[src/rtl/drum_cmd_scheduler.sv]
// drum_cmd_scheduler
// Collects one-cycle drum trigger pulses from NUM_SRC independent sources,
// arbitrates them round-robin into a command FIFO and feeds the single drum
// SPI slave one command at a time.
//
// Handshake: drum_trigger_valid is a one-cycle issue pulse. drum_code is valid
// from that pulse until the next issue. The slave answers with a one-cycle
// command_sent pulse. The next command is issued only after that acknowledge
// (or an acknowledge timeout) plus GAP_CYCLES idle cycles. command_sent seen
// outside the wait-for-acknowledge window is ignored.
//
// Ports:
//   clk, rst_n          clock, asynchronous active-low reset
//   src_valid[i]        trigger pulse from source i
//   src_code[4i+3:4i]   drum code of source i (bit 3 set = illegal)
//   drum_trigger_valid  command issue pulse
//   drum_code           issued command code
//   command_sent        acknowledge pulse from the SPI slave
//   busy                FSM not idle or FIFO non-empty
//   fifo_count          FIFO occupancy
//   drop_count          saturating count of lost/rejected triggers
//   timeout_count       saturating count of acknowledge timeouts
//
// Optional build macro: DRUM_CMD_COALESCE_EN -- a granted code equal to the
// newest still-unissued FIFO entry is absorbed instead of pushed.
module drum_cmd_scheduler #(
  parameter int NUM_SRC     = 4,
  parameter int FIFO_DEPTH  = 8,
  parameter int ACK_TIMEOUT = 65536,
  parameter int GAP_CYCLES  = 16
) (
  input  logic                          clk,
  input  logic                          rst_n,
  input  logic [NUM_SRC-1:0]            src_valid,
  input  logic [4*NUM_SRC-1:0]          src_code,
  output logic                          drum_trigger_valid,
  output logic [3:0]                    drum_code,
  input  logic                          command_sent,
  output logic                          busy,
  output logic [$clog2(FIFO_DEPTH):0]   fifo_count,
  output logic [7:0]                    drop_count,
  output logic [7:0]                    timeout_count
);

  localparam int AW   = $clog2(FIFO_DEPTH);
  localparam int SW   = (NUM_SRC > 1) ? $clog2(NUM_SRC) : 1;
  localparam int TMAX = (ACK_TIMEOUT > GAP_CYCLES) ? ACK_TIMEOUT : GAP_CYCLES;
  localparam int TW   = $clog2(TMAX);
  localparam logic [AW:0] FULL = (AW+1)'(FIFO_DEPTH);

  typedef enum logic [1:0] {S_IDLE, S_ISSUE, S_WAIT_ACK, S_GAP} state_t;

  state_t            state, state_next;
  logic [TW-1:0]     timer, timer_next;
  logic              timeout_hit;
  logic              load_code;

  logic [NUM_SRC-1:0] pending;
  logic [3:0]         hold_code [NUM_SRC];
  logic [SW-1:0]      last_grant;
  logic               grant_vld;
  logic [SW-1:0]      grant_idx;
  logic [3:0]         drops;
  logic [8:0]         drop_sum;

  logic [3:0]         mem [FIFO_DEPTH];
  logic [AW-1:0]      wr_ptr, rd_ptr;
  logic               push, pop, coalesce;

  // Round-robin: walk from the farthest candidate to the nearest so the
  // source closest after last_grant is the final (winning) assignment.
  always_comb begin
    grant_vld = 1'b0;
    grant_idx = '0;
    if (fifo_count != FULL) begin
      for (int k = NUM_SRC; k >= 1; k--) begin
        if (pending[(int'(last_grant) + k) % NUM_SRC]) begin
          grant_vld = 1'b1;
          grant_idx = SW'((int'(last_grant) + k) % NUM_SRC);
        end
      end
    end
  end

  // A pulse on a source that is being granted this cycle is a fresh request,
  // not an overwrite, so it is not a drop.
  always_comb begin
    drops = '0;
    for (int i = 0; i < NUM_SRC; i++) begin
      if (src_valid[i]) begin
        if (src_code[4*i+3]) begin
          drops = drops + 4'd1;
        end else if (pending[i] && !(grant_vld && grant_idx == SW'(i))) begin
          drops = drops + 4'd1;
        end
      end
    end
    drop_sum = {1'b0, drop_count} + {5'b0, drops};
  end

  always_ff @(posedge clk or negedge rst_n) begin
    if (!rst_n) begin
      pending    <= '0;
      last_grant <= '0;
      drop_count <= '0;
      for (int i = 0; i < NUM_SRC; i++) hold_code[i] <= '0;
    end else begin
      if (grant_vld) begin
        pending[grant_idx] <= 1'b0;
        last_grant         <= grant_idx;
      end
      // Later assignment wins: a new legal pulse re-arms pending even if the
      // source was just granted.
      for (int i = 0; i < NUM_SRC; i++) begin
        if (src_valid[i] && !src_code[4*i+3]) begin
          pending[i]   <= 1'b1;
          hold_code[i] <= src_code[4*i +: 4];
        end
      end
      drop_count <= drop_sum[8] ? 8'hFF : drop_sum[7:0];
    end
  end

`ifdef DRUM_CMD_COALESCE_EN
  logic [AW-1:0] tail_ptr;
  logic          tail_live;
  assign tail_ptr  = wr_ptr - 1'b1;
  // The newest entry is unissued unless it is the only one and leaves now.
  assign tail_live = (fifo_count != '0) && !(pop && fifo_count == (AW+1)'(1));
  assign coalesce  = tail_live && (mem[tail_ptr] == hold_code[grant_idx]);
`else
  assign coalesce  = 1'b0;
`endif

  assign push = grant_vld && !coalesce;
  assign pop  = (state == S_ISSUE);

  always_ff @(posedge clk) begin
    if (push) mem[wr_ptr] <= hold_code[grant_idx];
  end

  always_ff @(posedge clk or negedge rst_n) begin
    if (!rst_n) begin
      wr_ptr     <= '0;
      rd_ptr     <= '0;
      fifo_count <= '0;
    end else begin
      if (push) wr_ptr <= wr_ptr + 1'b1;
      if (pop)  rd_ptr <= rd_ptr + 1'b1;
      case ({push, pop})
        2'b10:   fifo_count <= fifo_count + 1'b1;
        2'b01:   fifo_count <= fifo_count - 1'b1;
        default: fifo_count <= fifo_count;
      endcase
    end
  end

  // The timer is shared: acknowledge wait in WAIT_ACK, idle spacing in GAP.
  always_comb begin
    state_next  = state;
    timer_next  = timer;
    timeout_hit = 1'b0;
    load_code   = 1'b0;
    case (state)
      S_IDLE: begin
        if (fifo_count != '0) begin
          state_next = S_ISSUE;
          load_code  = 1'b1;
        end
      end
      S_ISSUE: begin
        state_next = S_WAIT_ACK;
        timer_next = '0;
      end
      S_WAIT_ACK: begin
        if (command_sent) begin
          state_next = S_GAP;
          timer_next = '0;
        end else if (timer == TW'(ACK_TIMEOUT - 1)) begin
          timeout_hit = 1'b1;
          state_next  = S_GAP;
          timer_next  = '0;
        end else begin
          timer_next = timer + 1'b1;
        end
      end
      S_GAP: begin
        if (timer == TW'(GAP_CYCLES - 1)) state_next = S_IDLE;
        else                              timer_next = timer + 1'b1;
      end
      default: state_next = S_IDLE;
    endcase
  end

  always_ff @(posedge clk or negedge rst_n) begin
    if (!rst_n) begin
      state         <= S_IDLE;
      timer         <= '0;
      drum_code     <= '0;
      timeout_count <= '0;
    end else begin
      state <= state_next;
      timer <= timer_next;
      // Head is loaded on entry to ISSUE so the code is stable for the pulse.
      if (load_code) drum_code <= mem[rd_ptr];
      if (timeout_hit && timeout_count != 8'hFF) timeout_count <= timeout_count + 8'd1;
    end
  end

  assign drum_trigger_valid = (state == S_ISSUE);
  assign busy               = (state != S_IDLE) || (fifo_count != '0);

endmodule

[config.mk]
export PLATFORM = sky130hd
export DESIGN_NAME = drum_cmd_scheduler
export DESIGN_NICKNAME = d
export VERILOG_FILES = /design/src/rtl/drum_cmd_scheduler.sv
export SDC_FILE = /design/constraint.sdc
export NUM_CORES = 1
export LEC_CHECK = 0
export BUFFER_PORTS_ARGS = -buffer_cell sky130_fd_sc_hd__buf_2
export CAP_MARGIN = 20
export CORE_ASPECT_RATIO = 0.9
export CORE_MARGIN = 5
export CORE_UTILIZATION = 59
export CTS_CLUSTER_DIAMETER = 100
export DETAILED_ROUTE_END_ITERATION = 10
export GPL_TIMING_DRIVEN = 0
export PLACE_DENSITY = 0.79
export SLEW_MARGIN = 10
export SYNTH_ARGS = -nofsm -noshare
export SYNTH_HDL_FRONTEND = slang
export SYNTH_SLANG_ARGS = --single-unit
[constraint.sdc]
create_clock -name clk -period 5.5 [get_ports clk]
set_input_delay 1.1 -clock clk [delete_from_list [all_inputs] [get_ports clk]]
set_output_delay 1.1 -clock clk [all_outputs]
set_load 0.1 [all_outputs]
[Word level (Yosys, flattened, before mapping)]
Memories as Yosys holds them, arrays and structs flattened. A register that Yosys moved wholly into a read port is not among the register bits.
Cells that the tools add are included.
Cells by class
  add/sub/neg operators: 14
  order comparisons: 7
  equal/unequal tests: 16
  multiplexer cells: 62
  bitwise logic cells: 7
  reductions and logical operators: 40
Operators by type and width (count)
  16-bit 2-to-1 mux: 3
  4-bit 2-to-1 mux: 12
  16-bit case mux with 3 select lines: 1
  1-bit 2-to-1 mux: 28
  2-bit 2-to-1 mux: 9
  16-bit by 1-bit adder with 16-bit output (second input constant): 1
  4-bit by 1-bit adder with 4-bit output (second input constant): 4
  16-bit == test (second input constant): 1
  16-bit by 4-bit == test with 1-bit output (second input constant): 1
  3-bit by 4-bit < comparator with 1-bit output (second input constant): 4
  1-bit logical AND: 14
  2-bit nonzero test: 6
  2-bit == test (second input constant): 5
  8-bit by 4-bit adder with 9-bit output: 1
  1-bit zero test: 9
  8-bit by 1-bit adder with 8-bit output (second input constant): 1
  1-bit binary-select mux with 2-bit select: 4
  4-bit binary-select mux with 2-bit select: 1
  8-bit 2-to-1 mux: 1
  8-bit != test (second input constant): 1
  2-bit case mux with 4 select lines: 1
  4-bit case mux with 2 select lines: 1
  2-bit OR reduction: 4
  3-bit by 1-bit adder with 3-bit output (second input constant): 2
  other kinds (21): 31
Storage, ports and cells
  register bits: 66
  bits in writable memories: 32
  input port bits: 23
  output and inout port bits: 26
  word-level logic and storage cells: 163
  memories: 1
Memories
  mem: depth 8, width 4, read ports 1, clocked after Yosys merged registers in 1, write ports 1, RTL line 66  | logic [3:0] mem [FIFO_DEPTH];

[Depth between registers and ports, before layout]
  word-level depth: 32
  mapped depth: 24
  depth with buffers taken out: 22

[Worst setup path before layout]
Ideal clock, no wire load.
  path type: flip-flop to flip-flop
  start point: reg fifo_count[3]
  end point: reg drop_count[5]
  library setup time: 129 ps
  arrival time: 4908 ps
  required time: 5371 ps
  path slack: 463 ps
  cell stages (with the launch flop): 20
  path buffers: 1
  period minus slack after synthesis: 5037 ps
  cells stage by stage: dfrtp_1 or4b_1 and2_1 o21ai_0 buf_4 a21oi_1 ha_1 o21a_1 o2bb2ai_2 ha_1 mux2_4 ha_1 mux2_2 ha_1 a21o_1 a21oi_1 nor2b_1 o21ai_0 xor2_1 nand2_1
On the way
  longest elaborated chain between the ends: 23
  elaborated cells on any way between the ends: 36
  classes of those cells: 4 x add/sub; 4 x eq/ne; 15 x mux; 13 x reduce/logical
RTL lines
  start, declared: RTL line 40  | output logic [$clog2(FIFO_DEPTH):0] fifo_count,
  start signal, assigned: RTL line 151  | 2'b10: fifo_count <= fifo_count + 1'b1;
  start signal, assigned: RTL line 152  | 2'b01: fifo_count <= fifo_count - 1'b1;
  start signal, assigned: RTL line 153  | default: fifo_count <= fifo_count;
  4-bit != test (*): RTL line 75  | if (fifo_count != FULL) begin
  2-bit 2-to-1 mux: RTL line 75
  2-bit zero test: RTL line 93  | end else if (pending[i] && !(grant_vld && grant_idx == SW'(i))) begin
  1-bit logical AND: RTL line 93
  1-bit zero test: RTL line 93
  1-bit logical AND: RTL line 93
  1-bit 2-to-1 mux: RTL line 93
  1-bit 2-to-1 mux: RTL line 91  | if (src_code[4*i+3]) begin
  [7 not listed]
  4-bit 2-to-1 mux: RTL line 91
  4-bit 2-to-1 mux: RTL line 90  | if (src_valid[i]) begin
  4-bit by 1-bit adder with 4-bit output: RTL line 92, 94
  4-bit 2-to-1 mux: RTL line 93
  4-bit 2-to-1 mux: RTL line 91
  4-bit 2-to-1 mux (*): RTL line 90
  8-bit by 4-bit adder with 9-bit output (*): RTL line 98  | drop_sum = {1'b0, drop_count} + {5'b0, drops};
  8-bit 2-to-1 mux (*): RTL line 120  | drop_count <= drop_sum[8] ? 8'hFF : drop_sum[7:0];
  end signal, assigned: RTL line 120
  end, declared: RTL line 41  | output logic [7:0] drop_count,
Mark *: on every way between the ends. The rest lies on a longest branch, timed or not.
A chain may end at the register's enable or synchronous reset.

[Final worst setup path]
  start point: reg fifo_count[1]
  end point: reg drop_count[5]
The elaborated chain is that of the path after synthesis.

==> flow_summary.toml <==
[sta]
fin_crit_sh_pct = 88.6
slew_violations = 0
rsz0062_at_grt = "no"
slew_headroom_pct = 32.3
fin_setup_tns_ns = 0
fin_crit_ns = 4.88
fin_skew_ns = 0.0157
max_freq_mhz = 205
worst_slew_pin_slew_ns = 1.00
hold_violations = 0
setup_viol_count_final = 0

[job]
cap_violations = 0

[power]
pwr_density_cell_nw_per_um2 = 615
max-vdd-ir-drop_v = 0.000407
power.leakage_uw = 0.00250

[synth]
synth_top_family_by_area = "simple AND/OR/NAND/NOR gates"
syn-instance-count = 402
synth-warning-count = 0
synth_edf_count = 32
synth.avg_cell_area_um2 = 12.4
yosys-mux-area-fraction_pct = 10.7
syn-num-nets = 445
yosysSeqAreaShare_pct = 54.3
syn_area_um2 = 4990
async_flop_share_pct = 68.6
synth-seq-cells = 102
synthAdderAreaFrac_pct = 5.31
synth_compound_area_share_pct = 7.72
synthXorXnorAreaFrac_pct = 6.42
synthSimpleGateAreaFrac_pct = 13.6
synthFlopType = "dfrtp_1"
ys_types = 51

[grt]
grt_start_max_net_pins = 43
overflow = 0
grt_pass1_vias = 3292
grt_pass1_wl_um = 15500
antenna_found_initial = 0
grtUsageTotal_pct = 18.8

[worst_setup_path]
endpoint_kind = "flop"
path_cells = "or4b_1 > and2_1 > o21ai_0 > buf_4 > a21oi_1 > ha_1 > o21a_1 > o2bb2ai_2 > ha_1 > mux2_4 > ha_1 > mux2_2 > ha_1 > a21o_1 > a21oi_1 > nor2b_1 > o21ai_0 > xor2_1 > nand2_1"
required_ns = 5.76
slowest_delay_ns = 0.63
cp_num_buf_inv = 1
timing.rr.start = "fifo_count[1]$_DFFE_PN0P_"
path_class = "reg2reg"
slowest_stage = "or4b_1"
cp_num_cells = 19
critical_path.most_common_cell = "ha_1"
ff2ff_path_depth = 19
cp-startpoint = "fifo_count[1]$_DFFE_PN0P_"
start_kind = "flop"
worst-path-max-fanout = 10
r2r_slack_ns = 0.62
critPathTopFamily = "adder cells"
reg2reg_to = "drop_count[5]$_DFF_PN0_"
cp.arrival_ns = 5.14
critPathCapture = "drop_count[5]$_DFF_PN0_"

[run_status]
status = "finished clean"

[floorplan]
rows = 31
fp.dieArea_um2 = 10400
chipHeight_um = 97.3
ios = 49
initial_utilization_pct = 61.3
dieWidth_um = 107
coreArea_um2 = 8150

[clocking]
cts.sinks = 102
cts.repair.resized = 0
cts_tree = "built"
postCtsSetupBuffers = 0
clock_latency_ns = 0.38
htree_num_levels = 3
path_clk_slew_ns = 0.10
cts_inserted_buffers = 9
cts_root_buf = "clkbuf_8"
ctsLongestPathBuffers = 2
hold_buffers = 0

[route]
final_antenna_net_count = 0
drtIter0Drc = 152
drt-vias-per-instance = 5.73
wl_per_cell_um = 15.8
first_pass_iters = 4
drc = 0
routed_wl_um = 8940
vias = 3244

[final_layout]
diodes = 0
final_cell_count_no_fill = 566
layout.nets = 505
drive_above_1_share_pct = 22.1
area_growth_syn_to_layout_pct = 11.3

[worst_hold_path]
hold_class = "reg2reg"
hp-start = "drum_code[2]$_DFFE_PN0P_"

[placement]
dp_cells = 550
globalplace.congestion = 0.798
hpwl_um = 6630
place.port_buffers = 48
cells in the final DEF, fill, tap and decap left out, drive strengths merged, types with 2 or more instances in the layout:
cell type and instances:
a21oi 8, clkbuf 13, nor2 24, a21o 8, a211oi 3, xnor2 15, fa 2, nand3 10
clkinv 3, xor2 19, o21ai 19, o221ai 2, or2 2, buf 51, nor3 10, dfrtp 70
or4 3, nand2b 8, ha 18, o21a 2, mux4 8, nand4 9, edfxtp 32, mux2i 17
a31oi 2, nand3b 2, nor2b 13, and3 10, inv 19, nor4 3, nand2 33, mux2 16
synthesized netlist by cell type (all sizes together), types with 13 or more instances:
library cell / instances / area, um^2
ha: 18 / 225
nor2: 24 / 90.1
nand2: 33 / 124
xor2: 19 / 166
nor2b: 13 / 81.3
inv: 16 / 60.1
o21ai: 19 / 95.1
edfxtp: 32 / 961
mux2i: 17 / 170
dfrtp: 70 / 1750
xnor2: 15 / 131
mux2: 16 / 184
layout make-up:
type,instances,area (um^2)
flip-flops and latches,102,2710
fillers,606,2590
multi-input cells,278,2180
repair buffers,49,263
clock buffers,9,124
well taps,99,124
inverters,16,60.1
clock inverters,7,55.1
plain buffers,6,33.8
worst min-delay path by stage:
stage,endpoint,cells after the start
after floorplan,hold_code[3]$_DFFE_PN0P_,1
after global placement,drum_code[0]$_DFFE_PN0P_,2
after detailed placement,drum_code[2]$_DFFE_PN0P_,2
after CTS,drum_code[2]$_DFFE_PN0P_,2
after global routing,timeout_count[7]$_DFFE_PN0P_,1
final,drum_code[2]$_DFFE_PN0P_,2
sequential cells by signal, indices dropped and copies added, names as in the netlist:
register       flops
drop_count         8
drum_code          4
fifo_count         4
hold_code         16
last_grant         2
mem               32
pending            4
rd_ptr             3
state              2
timeout_count      8
timer             16
wr_ptr             3
report_power, final:
| group | switching, uW | total, uW | internal, uW |
|---|---|---|---|
| Combinational | 1160 | 1740 | 570 |
| Clock | 271 | 441 | 170 |
| Sequential | 152 | 1240 | 1090 |
| Total | 1590 | 3420 | 1830 |
per-stage QoR:
stage | area [um^2] | setup slack, ns | hold slack, ns | power, uW | util, %
floorplan | 4990 | 0.463 | 0.464 | 2640 | -
global placement | 5360 | 0.745 | 0.456 | 2930 | 65.7
detailed placement | 5380 | 0.647 | 0.468 | 3000 | 66.0
CTS | 5560 | 0.602 | 0.489 | 3440 | 68.2
global route | 5560 | 0.303 | 0.521 | 3660 | 68.2
finish | 5560 | 0.624 | 0.482 | 3420 | 68.2
tightest hold or removal path, stage by stage, from the launching register on:
cell     delay [ns]
dfrtp_1        0.35
nand2_1        0.04
o21ai_0        0.06
layer usage:
metal / global-route usage [%] / vias up / part of all wire (%)
met5: 0 / - / 0
met4: 5.31 / 0 / 1.6
met3: 6.05 / 18 / 5.2
met2: 29.3 / 69 / 48
met1: 25.4 / 1591 / 45
li1: - / 1566 / -
cells by family after synthesis:
logic type / count (synthesis)
compound gates: 51
xor+xnor: 35
simple gates: 131
fa+ha+maj: 20
mux: 41
flops: 102
buf+inv: 22
Note: power is estimated with default switching activity, not from simulation.
